[config.mk]
export PLATFORM = sky130hd
export DESIGN_NAME = tick_to_time_decoder
export DESIGN_NICKNAME = d
export VERILOG_FILES = /design/src/rtl/tick_time_pkg.sv /design/src/rtl/tick_to_time_decoder_seq_divmod64.sv /design/src/rtl/tick_to_time_decoder.sv
export SDC_FILE = /design/constraint.sdc
export NUM_CORES = 1
export LEC_CHECK = 0
export CAP_MARGIN = 20
export CORE_ASPECT_RATIO = 0.9
export CORE_MARGIN = 3
export CORE_UTILIZATION = 60
export DETAILED_ROUTE_END_ITERATION = 8
export MAX_ROUTING_LAYER = met4
export PLACE_DENSITY = 0.86
export SLEW_MARGIN = 5
export SYNTH_ARGS = -nofsm -noshare
export SYNTH_HDL_FRONTEND = slang
export SYNTH_SLANG_ARGS = --single-unit
[constraint.sdc]
create_clock -name clockSignal -period 11.2 [get_ports clockSignal]
set_input_delay 1.12 -clock clockSignal [delete_from_list [all_inputs] [get_ports clockSignal]]
set_output_delay 1.12 -clock clockSignal [all_outputs]
set_load 0.1 [all_outputs]
[src/rtl/tick_time_pkg.sv]
// Shared types and constants for the tick-to-time decoder slice.
package tick_time_pkg;

  typedef enum logic [2:0] {
    IDLE,
    DIV_CS,
    DIV_S,
    DIV_M,
    DIV_H,
    DIV_WD,
    FINISH
  } state_t;

  localparam logic [6:0] CS_PER_S = 7'd100;
  localparam logic [6:0] S_PER_M  = 7'd60;
  localparam logic [6:0] M_PER_H  = 7'd60;
  localparam logic [6:0] H_PER_D  = 7'd24;
  localparam logic [6:0] D_PER_W  = 7'd7;

  localparam int unsigned DIV_CYCLES            = 64;
  localparam int unsigned EPOCH_WEEKDAY_DEFAULT = 4;

endpackage

[src/rtl/tick_to_time_decoder_seq_divmod64.sv]
// Restoring divider: 64-bit dividend by a 7-bit divisor, one quotient bit per cycle, MSB first.
module seq_divmod64
  import tick_time_pkg::*;
(
  input  logic        clk,
  input  logic        rst,
  input  logic        load,
  input  logic [63:0] dividend,
  input  logic [6:0]  divisor,
  output logic [63:0] quotient,
  output logic [6:0]  remainder,
  output logic        last
);

  logic [63:0] qReg;
  logic [6:0]  remReg;
  logic [5:0]  cnt;
  logic [7:0]  trial;
  logic [8:0]  diff;
  logic        ge;

  // quotient/remainder are the results of the step taken on the coming edge,
  // so the caller can capture the final values on the same edge that reloads.
  always_comb begin
    trial     = {remReg, qReg[63]};
    diff      = {1'b0, trial} - {2'b00, divisor};
    ge        = ~diff[8];
    quotient  = {qReg[62:0], ge};
    remainder = ge ? 7'(diff) : 7'(trial);
    last      = (cnt == 6'(DIV_CYCLES - 1));
  end

  always_ff @(posedge clk or posedge rst) begin
    if (rst) begin
      qReg   <= '0;
      remReg <= '0;
      cnt    <= '0;
    end else if (load) begin
      qReg   <= dividend;
      remReg <= '0;
      cnt    <= '0;
    end else begin
      qReg   <= quotient;
      remReg <= remainder;
      cnt    <= cnt + 1'b1;
    end
  end

endmodule

[src/rtl/tick_to_time_decoder.sv]
// Decodes a centisecond tick count into cs/s/m/h, elapsed days and weekday
// by chaining five passes through one sequential divider.
module tick_to_time_decoder #(
  parameter int unsigned TICK_W        = 64,
  parameter int unsigned DAY_W         = 48,
  parameter int unsigned EPOCH_WEEKDAY = tick_time_pkg::EPOCH_WEEKDAY_DEFAULT
) (
  input  logic              clockSignal,
  input  logic              startOrStop,
  input  logic [TICK_W-1:0] tickCount,
  input  logic              convStart,
  output logic              busy,
  output logic              done,
  output logic [6:0]        centiDisplay,
  output logic [5:0]        secondsDisplay,
  output logic [5:0]        minutesDisplay,
  output logic [4:0]        hoursDisplay,
  output logic [DAY_W-1:0]  dayCount,
  output logic [2:0]        weekdayDisplay
);
  import tick_time_pkg::*;

  state_t             state;
  logic [6:0]         divisor;
  logic               load;
  logic [63:0]        loadValue;
  logic [63:0]        quotient;
  logic [6:0]         remainder;
  logic               last;
  logic [6:0]         csStage;
  logic [5:0]         sStage;
  logic [5:0]         mStage;
  logic [4:0]         hStage;
  logic [DAY_W-1:0]   daysStage;
  logic [2:0]         wdStage;

  seq_divmod64 u_div (
    .clk       (clockSignal),
    .rst       (startOrStop),
    .load      (load),
    .dividend  (loadValue),
    .divisor   (divisor),
    .quotient  (quotient),
    .remainder (remainder),
    .last      (last)
  );

  // Each stage's final quotient is reloaded as the next stage's dividend on its last edge.
  always_comb begin
    load      = 1'b0;
    loadValue = quotient;
    case (state)
      DIV_CS:  divisor = CS_PER_S;
      DIV_S:   divisor = S_PER_M;
      DIV_M:   divisor = M_PER_H;
      DIV_H:   divisor = H_PER_D;
      default: divisor = D_PER_W;
    endcase
    case (state)
      IDLE: begin
        load      = convStart;
        loadValue = 64'(tickCount);
      end
      DIV_CS, DIV_S, DIV_M: load = last;
      DIV_H: begin
        load      = last;
        loadValue = quotient + 64'(EPOCH_WEEKDAY);
      end
      default: ;
    endcase
  end

  always_ff @(posedge clockSignal or posedge startOrStop) begin
    if (startOrStop) begin
      state          <= IDLE;
      busy           <= 1'b0;
      done           <= 1'b0;
      csStage        <= '0;
      sStage         <= '0;
      mStage         <= '0;
      hStage         <= '0;
      daysStage      <= '0;
      wdStage        <= '0;
      centiDisplay   <= '0;
      secondsDisplay <= '0;
      minutesDisplay <= '0;
      hoursDisplay   <= '0;
      dayCount       <= '0;
      weekdayDisplay <= '0;
    end else begin
      case (state)
        IDLE: begin
          done <= 1'b0;
          if (convStart) begin
            busy  <= 1'b1;
            state <= DIV_CS;
          end
        end
        DIV_CS: if (last) begin
          csStage <= remainder;
          state   <= DIV_S;
        end
        DIV_S: if (last) begin
          sStage <= 6'(remainder);
          state  <= DIV_M;
        end
        DIV_M: if (last) begin
          mStage <= 6'(remainder);
          state  <= DIV_H;
        end
        DIV_H: if (last) begin
          hStage    <= 5'(remainder);
          daysStage <= DAY_W'(quotient);
          state     <= DIV_WD;
        end
        DIV_WD: if (last) begin
          wdStage <= 3'(remainder);
          state   <= FINISH;
        end
        FINISH: begin
          centiDisplay   <= csStage;
          secondsDisplay <= sStage;
          minutesDisplay <= mStage;
          hoursDisplay   <= hStage;
          dayCount       <= daysStage;
          weekdayDisplay <= wdStage;
          done           <= 1'b1;
          busy           <= 1'b0;
          state          <= IDLE;
        end
        default: state <= IDLE;
      endcase
    end
  end

endmodule
* Yosys cells after proc, flatten, opt, wreduce, memory -nomap -nowiden
Index checks and enable logic that the tools add are counted.
** Storage, ports and cells
- Bits in registers :: 232
- Input bits :: 67
- Output and inout port bits :: 77
- Word-level logic and storage cells :: 63
** Cells by class
- $add $sub $neg :: 3
- Equality and inequality tests :: 13
- Muxes and demuxes :: 17
- Bitwise gates (word level) :: 1
- Reductions and logical operators :: 11
** Operators with widths (count)
- $pmux 64 s2 :: 1
- $add 64x3->64 const B :: 1
- $mux 64 :: 1
- $pmux 7 s3 :: 1
- $mux 3 :: 6
- $pmux 3 s6 :: 1
- $mux 7 :: 2
- $ne 2x2->1 const B :: 6
- $reduce_and 2->1 :: 6
- $eq 3x3->1 const B :: 3
- $sub 8x7->9 :: 1
- $add 6x1->6 const B :: 1
- $eq 3x2->1 const B :: 2
- $eq 6x6->1 const B :: 1
- $mux 6 :: 1
- $pmux 1 s2 :: 3
- $reduce_and 6->1 :: 1
- $reduce_or 4->1 :: 1
- $eq 3x1->1 const B :: 1
- $logic_not 3->1 :: 1
- $reduce_bool 2->1 :: 1
- $reduce_or 2->1 :: 1
- $mux 1 :: 1
- $not 1->1 :: 1

* Longest topological paths before layout
Gate-level depths: netlist of the first run.
- Word-level depth :: 8
- Depth in mapped cells :: 12
- Depth with buffers taken out :: 11

* By module
Synthesis of the first run repeated with hierarchy kept, for this count alone.
** Second synthesis, totals
- Cell total of the unflattened synthesis :: 1115
- Area, all modules :: 12346.8 µm²
** Modules (own cells, without submodules)
- tick_to_time_decoder :: times used 1, cells each 810, area each 8545.7 µm²
- seq_divmod64 :: times used 1, cells each 305, area each 3801.1 µm²

* Worst setup path after synthesis of the first run
OpenSTA, ideal clock, no wires.
- Path kind :: reg2reg
- Start point :: register state[0]
- End point :: register csStage[1]
- Setup time :: 0.144 ns
- Arrival time :: 3.053 ns
- Data required time :: 11.056 ns
- Slack :: 8.003 ns
- Stages on the path, launching flop included :: 13
- Period minus slack after synthesis :: 3.197 ns
- Path through :: dfrtp_1 -> nor3_1 -> clkbuf_1 -> nand2b_1 -> ha_1 -> inv_1 -> fa_1 -> a21o_1 -> a21o_1 -> a211oi_1 -> o21ai_1 -> mux2i_1 -> a21oi_1
** Between the ends
- Cells in the longest elaborated chain, start to end :: 5
- Elaborated cells between the ends (all ways) :: 9
- Classes of those cells :: 1 x add/sub; 4 x eq/ne; 2 x mux; 2 x reduce/logical
** RTL lines
- from (decl) :: line tick_to_time_decoder.sv:23 : state_t state;
- from (signal assigned) :: line tick_to_time_decoder.sv:75 : state <= IDLE;
- from (signal assigned) :: line tick_to_time_decoder.sv:96 : state <= DIV_CS;
- from (signal assigned) :: line tick_to_time_decoder.sv:101 : state <= DIV_S;
- $eq 3x2->1 :: line tick_to_time_decoder.sv:52 : case (state)
- $reduce_or 2->1 (no line)
- $pmux 7 s3 :: line tick_to_time_decoder.sv:52
- $sub 8x7->9 :: line tick_to_time_decoder_seq_divmod64.sv:26 : diff = {1'b0, trial} - {2'b00, divisor};
- $mux 7 :: line tick_to_time_decoder_seq_divmod64.sv:29 : remainder = ge ? 7'(diff) : 7'(trial);
- to (signal assigned) :: line tick_to_time_decoder.sv:100 : csStage <= remainder;
- to (decl) :: line tick_to_time_decoder.sv:30 : logic [6:0] csStage;
Parallel ways exist; a longest one is shown, timed or not.
A chain may end at the register's enable or synchronous reset.

* Worst setup path after layout of the first run
- Start point :: register state[1]
- End point :: register csStage[1]
Same word-level chain as after synthesis.

==> metrics.txt, run 1 <==
Final Util about three quarters; asr flop ratio synth between 90% and 100%; dpl hpwl between 15 and 20 mm; Syn Inst Count between 1000 and 1500; first-pass GRT wire length ~44 mm; CTS Buffer Depth 3; area leader, netlist dfrtp_1; WP data arrival 4.79 ns; final instance area about 0.013 mm^2; Tot GR Track Use 28.1%; leading post-synthesis cells by cell area dfrtp_1 54%, mux2_2 8.1%, nand2_1 7.4%; DR iter-0 viols approximately 1000; Worst Setup EP csStage[1]$_DFFE_PP0P_; status complete, no violations; max-cap violations 0; post-layout min period between 4 and 5 ns; post-synth top area share a little over half; DIE AREA slightly below 0.02 mm^2; wire length per cell around 19 um; Die W 147 um; Seq/Total Area, Yosys 54.3%; Syn Nets 1148; Rel. slew slack 25.4%; Yosys cell types 60; FF/Latch Area 0.00581 mm^2; Die Ht approximately 130 um; Routed WL ~27 mm; worst hold-check slack roughly 0.47 ns; Post-CTS Resized 0; Synth Flop Type dfrtp_1; Clock Tree Root clkbuf_16; final setup fails 0; reg2reg end csStage[1]$_DFFE_PP0P_; Skew-Pair Late Insertion Delay 0.52 ns; Warnings, synthesis 0; number of routed nets with antenna violations 0; Sinks on Clock Net around 230; Hold Buf Count CTS 0; initial antenna violation count 0; n_diodes 0; worst hold path class flop to flop; Req. time, crit path ~12 ns; number of synthesized flops with an enable pin 0; RSZ-0062 raised after global routing no; Hold Startpoint daysStage[26]$_DFFE_PP0P_; fill cell count 1112; Final Slew Violations 0; syn avg cell area about 10 um^2; synthesis-to-layout area growth 22.3%; kind of critical path flop to flop; placed cell area approximately 0.012 mm^2; postcts setup bufs 0; Startpoint Class flop; CTS tree yes; Initial Util between 60 and 70%; worst reg-to-reg path cell count 10; Critical Path Start state[1]$_DFFE_PP0P_; GR Overflow Total 0; vias about 8800; Via density 6.14; top-count cell post-synth dfrtp_1; largest net degree at the start of global routing 159; flip-flop and latch count after synthesis 232; row cnt 45; total core area roughly 0.017 mm^2; pwr/cell area a little under 200 mW/mm^2; final worst-path cycle share 39.7%; drt drc 0; share of cells above drive strength 1 a little under an eighth; io pins between 100 and 150; multi-input logic area 0.00457 mm^2; peak supply drop 0.000108 V; port bufs between 100 and 150; post-layout net count ~1300; Hold Fails Final Rpt 0; reg2reg setup slack a little under 7 ns; fmax 225 MHz; CTS Buf Count 24; reg-to-reg critical path startpoint state[1]$_DFFE_PP0P_; CP Max Fanout 31; Post-synth top cells 232 x dfrtp_1, 212 x nand2_1, 79 x o21ai_0; Leak 6.08 nW; setup TNS 0 ns; number of global-route vias before repair around 8600; CTS HTree Levels 1; Clock Skew about 0.012 ns; slew of the pin with the lowest slew margin around 1.1 ns; Worst Setup End Kind flop; drt pass-1 iters 5; cell area after synthesis between 0.01 and 0.015 mm^2; CTS clk-pin slew, worst paths 0.06 ns; gpl congestion 0.928
## state kept, by name, indices dropped and copies added, names as in the netlist, 6 cells and up
signal	flops
u_div.remReg	7
secondsDisplay	6
csStage	7
daysStage	48
minutesDisplay	6
dayCount	48
sStage	6
mStage	6
u_div.cnt	6
u_div.qReg	64
centiDisplay	7
## critical path: stages (launching register included)
cell	delay, ns
dfrtp_1	0.54
nand2b_1	0.22
or2_1	0.82
inv_2	0.35
ha_1	0.42
a21o_1	0.17
a21o_1	0.19
a211oi_1	0.40
o21ai_1	0.39
mux2i_1	0.58
a21oi_1	0.17
## through the flow
stage                     power, mW  setup WS [ns]  instances
final                          2.54           6.76       1436
after global routing           2.67           6.44       1436
after CTS                      2.53           6.70       1432
after detailed placement       1.73           6.80       1389
after global placement         1.69           7.09       1389
after floorplan                1.56           3.72       1071
## layer usage
metal | part of all wire [%] | wire, um | track usage (%) | vias to the layer above
met5 | 0 | 0 | - | -
met4 | 3.0 | 799 | 7.89 | 0
met3 | 7.8 | 2090 | 4.76 | 70
met2 | 46 | 12400 | 42.3 | 435
met1 | 43 | 11500 | 39.8 | 4287
li1 | - | - | - | 4019
## where the power goes
group	total [mW]	switching (mW)	internal, mW
combinational	0.552	0.316	0.235
sequential	1.20	0.209	0.990
clock	0.789	0.328	0.461
total	2.54	0.853	1.69
## cell usage in the layout, fill, tap and decap left out, types with 7 or more instances in the layout
cell,netlist,layout
inv_1,19,18
nor2_1,78,77
and2_1,12,11
mux2_2,77,77
clkdlybuf4s50_1,0,143
o21ai_0,79,78
ha_1,9,9
a21oi_1,39,39
nand4_1,22,22
nand2_1,212,211
nor3_1,24,24
o311ai_0,9,9
mux2i_1,7,7
a221o_1,8,8
a32oi_1,8,8
a21o_1,8,8
clkbuf_16,0,25
a31oi_1,15,15
and3_1,19,19
o211ai_1,8,8
a22oi_1,11,11
dfrtp_1,232,232
nand3_1,32,32
## cells by family after synthesis
group / Yosys count / share of synthesized area (%)
simple gates: 438 / 19.2
buf+inv: 84 / 3.04
mux: 85 / 8.87
flops: 232 / 54.3
compound gates: 216 / 12.8
xor+xnor: 6 / 0.492
fa+ha+maj: 10 / 1.24
## final cells by class
cell class,instances,share of cell area [%]
timing repair buffer,151,11.7
sequential,232,44.4
clock buffer,35,5.38
multi-input combinational,755,35.0
clock inverter,8,0.613
tap,235,2.25
inverter,20,0.632
## worst min path at each step
stage	to	slack, ns	cells past startpoint
6_report	daysStage[26]$_DFFE_PP0P_	0.47	2
5_1_grt	daysStage[43]$_DFFE_PP0P_	0.49	2
4_1_cts	u_div.cnt[0]$_DFF_PP0_	0.47	1
3_5_place_dp	daysStage[26]$_DFFE_PP0P_	0.46	2
3_3_place_gp	u_div.qReg[1]$_DFF_PP0_	0.45	2
2_1_floorplan	u_div.cnt[0]$_DFF_PP0_	0.43	1
No activity file was read; power rests on OpenSTA's default activity.
==> run 2, diff against run 1 <==
Settings changed: CORE_UTILIZATION 60 to 55, PLACE_DENSITY 0.86 to 0.8.
Clock period 11.2 ns to 4.1 ns, I/O delays scaled along.
==> metrics.txt, run 2 (same netlist as run 1, synthesis figures left out) <==
Non-Filler Instances 1457 (+1.5%); synthesis-to-layout area growth 23.4%; drt pass-1 iters 6 (+1); final worst-path cycle share 93.6% (+54 points); Cells after DPL 1412 (+1.7%); fmax 261 MHz (+16%); CP Max Fanout 13 (-58%); setup TNS 0 ns (unchanged); Post-CTS Resized 0 (unchanged); Routed WL 26.8 mm (-0.23%); Final Util 70.5% (-5.6 points); io pins 144 (unchanged); dpl ws 0.388 ns (-6.41 ns); most frequent cells in the layout 232 x dfrtp_1, 211 x nand2_1, 143 x clkdlybuf4s50_1, 78 x o21ai_0; CTS Buffer Depth 3 (unchanged); DIE AREA 0.0211 mm^2 (+8.7%); Sinks on Clock Net 232 (unchanged); DR iter-0 viols 924 (-10%); vias 8697 (-1.3%); row cnt 47 (+4.4%); WP data arrival 4.19 ns (-0.60 ns); Largest Register u_div.qReg; post-layout net count 1271 (+0.79%); kind of critical path flop to flop; dpl hpwl 17.8 mm (+4.1%); slew of the pin with the lowest slew margin 1.02 ns (-0.0873 ns); Clock Skew 0.00722 ns (-0.00462 ns); Tot GR Track Use 25.8% (-2.2 points); CTS Buf Count 24 (unchanged); port bufs 143 (unchanged); biggest regs u_div.qReg: 64 flops, dayCount: 48 flops, daysStage: 48 flops; wire length per cell 18.4 um (-1.7%); commonest non-fill, non-tap cell in the layout dfrtp_1; RSZ-0062 raised after global routing no; initial antenna violation count 0 (unchanged); drt drc 0 (unchanged); Initial Util 57.2% (-5.1 points); GR Overflow Total 0 (unchanged); Via density 5.97 (-2.7%); max reg flops 64 (unchanged); Die Ht 138 um (+4.2%); post-route setup slack 0.262 ns (-6.50 ns); Skew-Pair Late Insertion Delay 0.51 ns (about the same); final setup fails 0 (unchanged); total core area 0.0187 mm^2 (+8.9%); Final Slew Violations 0 (unchanged); CTS tree yes; share of cells above drive strength 1 12.5% (+1.1 points); Hold Buf Count CTS 0 (unchanged); number of routed nets with antenna violations 0 (unchanged); post-layout min period 3.84 ns (-0.605 ns); largest net degree at the start of global routing 67 (-58%); Req. time, crit path 4.46 ns (-7.09 ns); worst hold-check slack 0.390 ns (-0.0832 ns); number of global-route vias before repair 8550 (-0.23%); postcts setup bufs 0 (unchanged); peak supply drop 0.000272 V (+150%); Die W 153 um (+4.3%); pwr/cell area 530 mW/mm^2 (+170%); Rel. slew slack 31.6% (+6.2 points); n_diodes 0 (unchanged); max-cap violations 0 (unchanged); fill cell count 1419 (+28%); status complete, no violations; gpl congestion 0.928 (about the same); first-pass GRT wire length 44.5 mm (+1.7%); CTS clk-pin slew, worst paths 0.06 ns (about the same); Startpoint Class flop; CTS HTree Levels 1 (unchanged); Worst Setup End Kind flop; Hold Fails Final Rpt 0 (unchanged); Clock Tree Root clkbuf_16; worst hold path class input port to async pin; Leak 6.15 nW (+1.1%)
run 2: changes by cell type in the layout (fill, tap and decap cells not counted):
cell | previous run | this run
buf_12 | 0 | 3
clkinv_2 | 3 | 6
buf_16 | 2 | 0
buf_4 | 4 | 14
buf_2 | 1 | 0
clkbuf_1 | 6 | 3
inv_8 | 2 | 0
inv_6 | 0 | 2
bufinv_16 | 1 | 2
run 2: through the flow:
stage / cell area [um^2] / power (mW)
global placement: 12400 / 4.65
global route: 13200 / 7.37
floorplan: 10700 / 4.25
finish: 13200 / 6.99
detailed placement: 12400 / 4.73
CTS: 13200 / 6.99
run 2: path summary, 6_finish.rpt:
kind | startpoint | to | slack (ns) | cells after the start
max | state[0]$_DFFE_PP0P_ | csStage[1]$_DFFE_PP0P_ | 0.26 | 12
min | startOrStop | dayCount[6]$_DFFE_PP0P_ | 0.39 | 2
max reg2reg | state[0]$_DFFE_PP0P_ | csStage[1]$_DFFE_PP0P_ | 0.26 | 12
min reg2reg | u_div.cnt[0]$_DFF_PP0_ | u_div.cnt[0]$_DFF_PP0_ | 0.47 | 1
max in group asynchronous | startOrStop | daysStage[40]$_DFFE_PP0P_ | 2.77 | 3
min in group clockSignal | tickCount[1] | u_div.qReg[1]$_DFF_PP0_ | 0.44 | 3
run 2: layout make-up:
| class | instances | area (um^2) | share of cell area, % |
|---|---|---|---|
| clock inverter | 12 | 124 | 0.939 |
| timing repair buffer | 161 | 1600 | 12.2 |
| sequential | 232 | 5810 | 44.0 |
| tap | 245 | 307 | 2.32 |
| multi-input combinational | 755 | 4570 | 34.7 |
| inverter | 20 | 78.8 | 0.598 |
| clock buffer | 32 | 692 | 5.25 |
run 2: worst max-delay path, cell delays in order (launching register included):
cell and delay (ns):
dfrtp_1 0.50, nor3_1 0.22, buf_4 0.20, nand2b_1 0.18, ha_1 0.18, inv_1 0.05
fa_1 0.41, a21o_1 0.21, a21o_1 0.21, a211oi_1 0.38, o21ai_1 0.39, mux2i_1 0.60
a21oi_1 0.15
run 2: routing by layer:
layer	share of wire [%]	vias to the layer above	track usage, %
met1	45	4246	38.0
li1	-	4046	-
met2	46	359	38.6
met5	0	-	-
met3	7.2	46	4.16
met4	1.7	0	5.34
run 2: report_power, final:
group	switching [mW]	internal, mW	total (mW)
Clock	0.908	1.32	2.23
Sequential	0.556	2.70	3.26
Combinational	0.853	0.649	1.50
Total	2.32	4.67	6.99
==> run 3, diff against run 2 <==
==> constraint.sdc (replaced) <==
create_clock -name clockSignal -period 4.1 [get_ports clockSignal]
set_input_delay 0.82 -clock clockSignal [delete_from_list [all_inputs] [get_ports clockSignal]]
set_output_delay 0.82 -clock clockSignal [all_outputs]
set_load 0.1 [all_outputs]
==> metrics.txt, run 3 (same netlist as run 1, synthesis figures left out) <==
pwr/cell area 530 mW/mm^2 (about the same); peak supply drop 0.000308 V (+13%); final instance area 0.0132 mm^2 (+0.20%); Worst Setup End Kind flop; CTS Buffer Depth 3 (unchanged); number of global-route vias before repair 8559 (+0.11%); fill cell count 1394 (-1.8%); initial antenna violation count 1 (+1); most frequent cells in the layout 232 x dfrtp_1, 211 x nand2_1, 143 x clkdlybuf4s50_1, 78 x o21ai_0; post-layout min period 3.81 ns (-0.0286 ns); dpl hpwl 18.2 mm (+2.4%); fmax 262 MHz (+0.75%); RSZ-0062 raised after global routing no; kind of critical path flop to flop; drt pass-1 iters 5 (-1); Final Slew Violations 0 (unchanged); row cnt 47 (unchanged); number of routed nets with antenna violations 0 (unchanged); Clk pwr share 31.9% (about the same); max reg flops 64 (unchanged); first-pass GRT wire length 45.0 mm (+1.1%); final worst-path cycle share 92.9% (-0.70 points); placed cell area 0.0124 mm^2 (+0.18%); Tot GR Track Use 26.3% (+0.44 points); Clock Skew 0.0130 ns (+0.00580 ns); drt drc 0 (unchanged); GR Overflow Total 0 (unchanged); Critical-path top delay cell dfrtp_1; Req. time, crit path 4.46 ns (about the same); CTS clk-pin slew, worst paths 0.06 ns (about the same); post-route setup slack 0.290 ns (+0.0286 ns); multi-input logic area 0.00457 mm^2 (unchanged); Rel. slew slack 27.3% (-4.3 points); NetSw 2.29 mW (-1.3%); Via density 5.99 (+0.38%); WP data arrival 4.16 ns (-0.03 ns); commonest non-fill, non-tap cell in the layout dfrtp_1; worst hold path class flop to flop; gpl congestion 0.912 (-1.8%); Reg power frac 46.7% (about the same); final setup fails 0 (unchanged); DIE AREA 0.0211 mm^2 (unchanged); Hold Fails Final Rpt 0 (unchanged); status complete, no violations; Initial Util 57.2% (unchanged); synthesis-to-layout area growth 23.6%; setup TNS 0 ns (unchanged); Startpoint Class flop; dpl ws 0.466 ns (+0.0779 ns); Routed WL 27.2 mm (+1.6%); CP Max Fanout 12 (-1); most used cell, CP a21o_1; Skew-Pair Late Insertion Delay 0.51 ns (about the same); Clock Tree Root clkbuf_16; io pins 144 (unchanged); Die W 153 um (unchanged); Internal Power 4.71 mW (+0.84%); Post-CTS Resized 0 (unchanged); Combinational Power Share 21.4% (about the same); port bufs 143 (unchanged); share of cells above drive strength 1 12.6% (+0.083 points); CTS tree yes; total core area 0.0187 mm^2 (unchanged); max incr delay on CP 0.50 ns (-0.10 ns); crit-path cells nor3_1 > buf_4 > nand2b_1 > ha_1 > inv_1 > fa_1 > a21o_1 > a21o_1 > a211oi_1 > o21ai_1 > mux2i_1 > o21ai_0; sw frac 32.7% (-0.47 points); Die Ht 138 um (unchanged); wire length per cell 18.6 um (+1.5%); FF/Latch Area 0.00581 mm^2 (unchanged); postcts setup bufs 0 (unchanged); CTS Buf Count 24 (unchanged); DR iter-0 viols 895 (-3.1%); max-cap violations 0 (unchanged); vias 8736 (+0.45%); worst hold-check slack 0.475 ns (+0.0848 ns); Largest Register u_div.qReg; post-layout net count 1274 (+0.24%); Hold Buf Count CTS 0 (unchanged); Sinks on Clock Net 232 (unchanged); Leak 6.16 nW (+0.23%); slew of the pin with the lowest slew margin 1.08 ns (+0.0594 ns); CTS HTree Levels 1 (unchanged); biggest regs u_div.qReg: 64 flops, dayCount: 48 flops, daysStage: 48 flops; largest net degree at the start of global routing 62 (-7.5%); Power, Total 7.00 mW (+0.13%)
[run 3: cell count changes in the layout (fill, tap and decap cells not counted), sizes merged]
cell / change
clkinv: -3
buf: +4
clkbuf: +1
inv: -2
diode: +1
[run 3: final timing paths]
| path | from | to | slack (ns) | depth (start not counted) |
|---|---|---|---|---|
| worst max-delay path | state[1]$_DFFE_PP0P_ | wdStage[2]$_DFFE_PP0P_ | 0.29 | 12 |
| worst max register to register | state[1]$_DFFE_PP0P_ | wdStage[2]$_DFFE_PP0P_ | 0.29 | 12 |
| max in group asynchronous | startOrStop | daysStage[42]$_DFFE_PP0P_ | 2.54 | 3 |
| worst min-delay path | busy$_DFFE_PP0P_ | busy$_DFFE_PP0P_ | 0.47 | 2 |
| worst min register to register | busy$_DFFE_PP0P_ | busy$_DFFE_PP0P_ | 0.47 | 2 |
| min in group asynchronous | startOrStop | dayCount[9]$_DFFE_PP0P_ | 0.81 | 2 |
[run 3: metrics by stage]
stage                     instances  util (%)
after floorplan                1071         -
after global placement         1415      66.2
after detailed placement       1415      66.2
after CTS                      1456      70.6
after global routing           1458      70.6
final                          1458      70.6
[run 3: layer usage]
layer  GRT usage (%)  part of all wire (%)  wire length, um  vias up
li1                -                     -                -     4043
met1            38.1                    45            12100     4318
met2            40.4                    47            12700      333
met3            3.81                   6.8             1860       42
met4            4.83                   1.8              481        0
met5               -                     0                0        -
[run 3: critical path: cells and delay by family (launching register included)]
family | cells | cell delay (ns)
fa+ha+maj | 2 | 0.57
flops | 1 | 0.50
simple gates | 2 | 0.43
mux | 1 | 0.50
buf+inv | 2 | 0.26
compound gates | 5 | 1.36
[run 3: power by group through the flow]
| stage | Clock [mW] | Combinational [mW] | Sequential (mW) |
|---|---|---|---|
| 2_1_floorplan | 0 | 1.20 | 3.05 |
| 3_3_place_gp | 0 | 1.40 | 3.25 |
| 3_5_place_dp | 0 | 1.48 | 3.27 |
| 4_1_cts | 2.26 | 1.49 | 3.24 |
| 5_1_grt | 2.35 | 1.69 | 3.33 |
| 6_report | 2.23 | 1.50 | 3.27 |
[run 3: area by class of cell]
type	count	share of cell area, %
Timing Repair Buffer	164	12.3
Multi-Input combinational cell	755	34.6
Tap cell	245	2.32
Clock buffer	34	5.52
Antenna cell	1	0.0189
Sequential cell	232	43.9
Inverter	20	0.597
Clock inverter	7	0.663
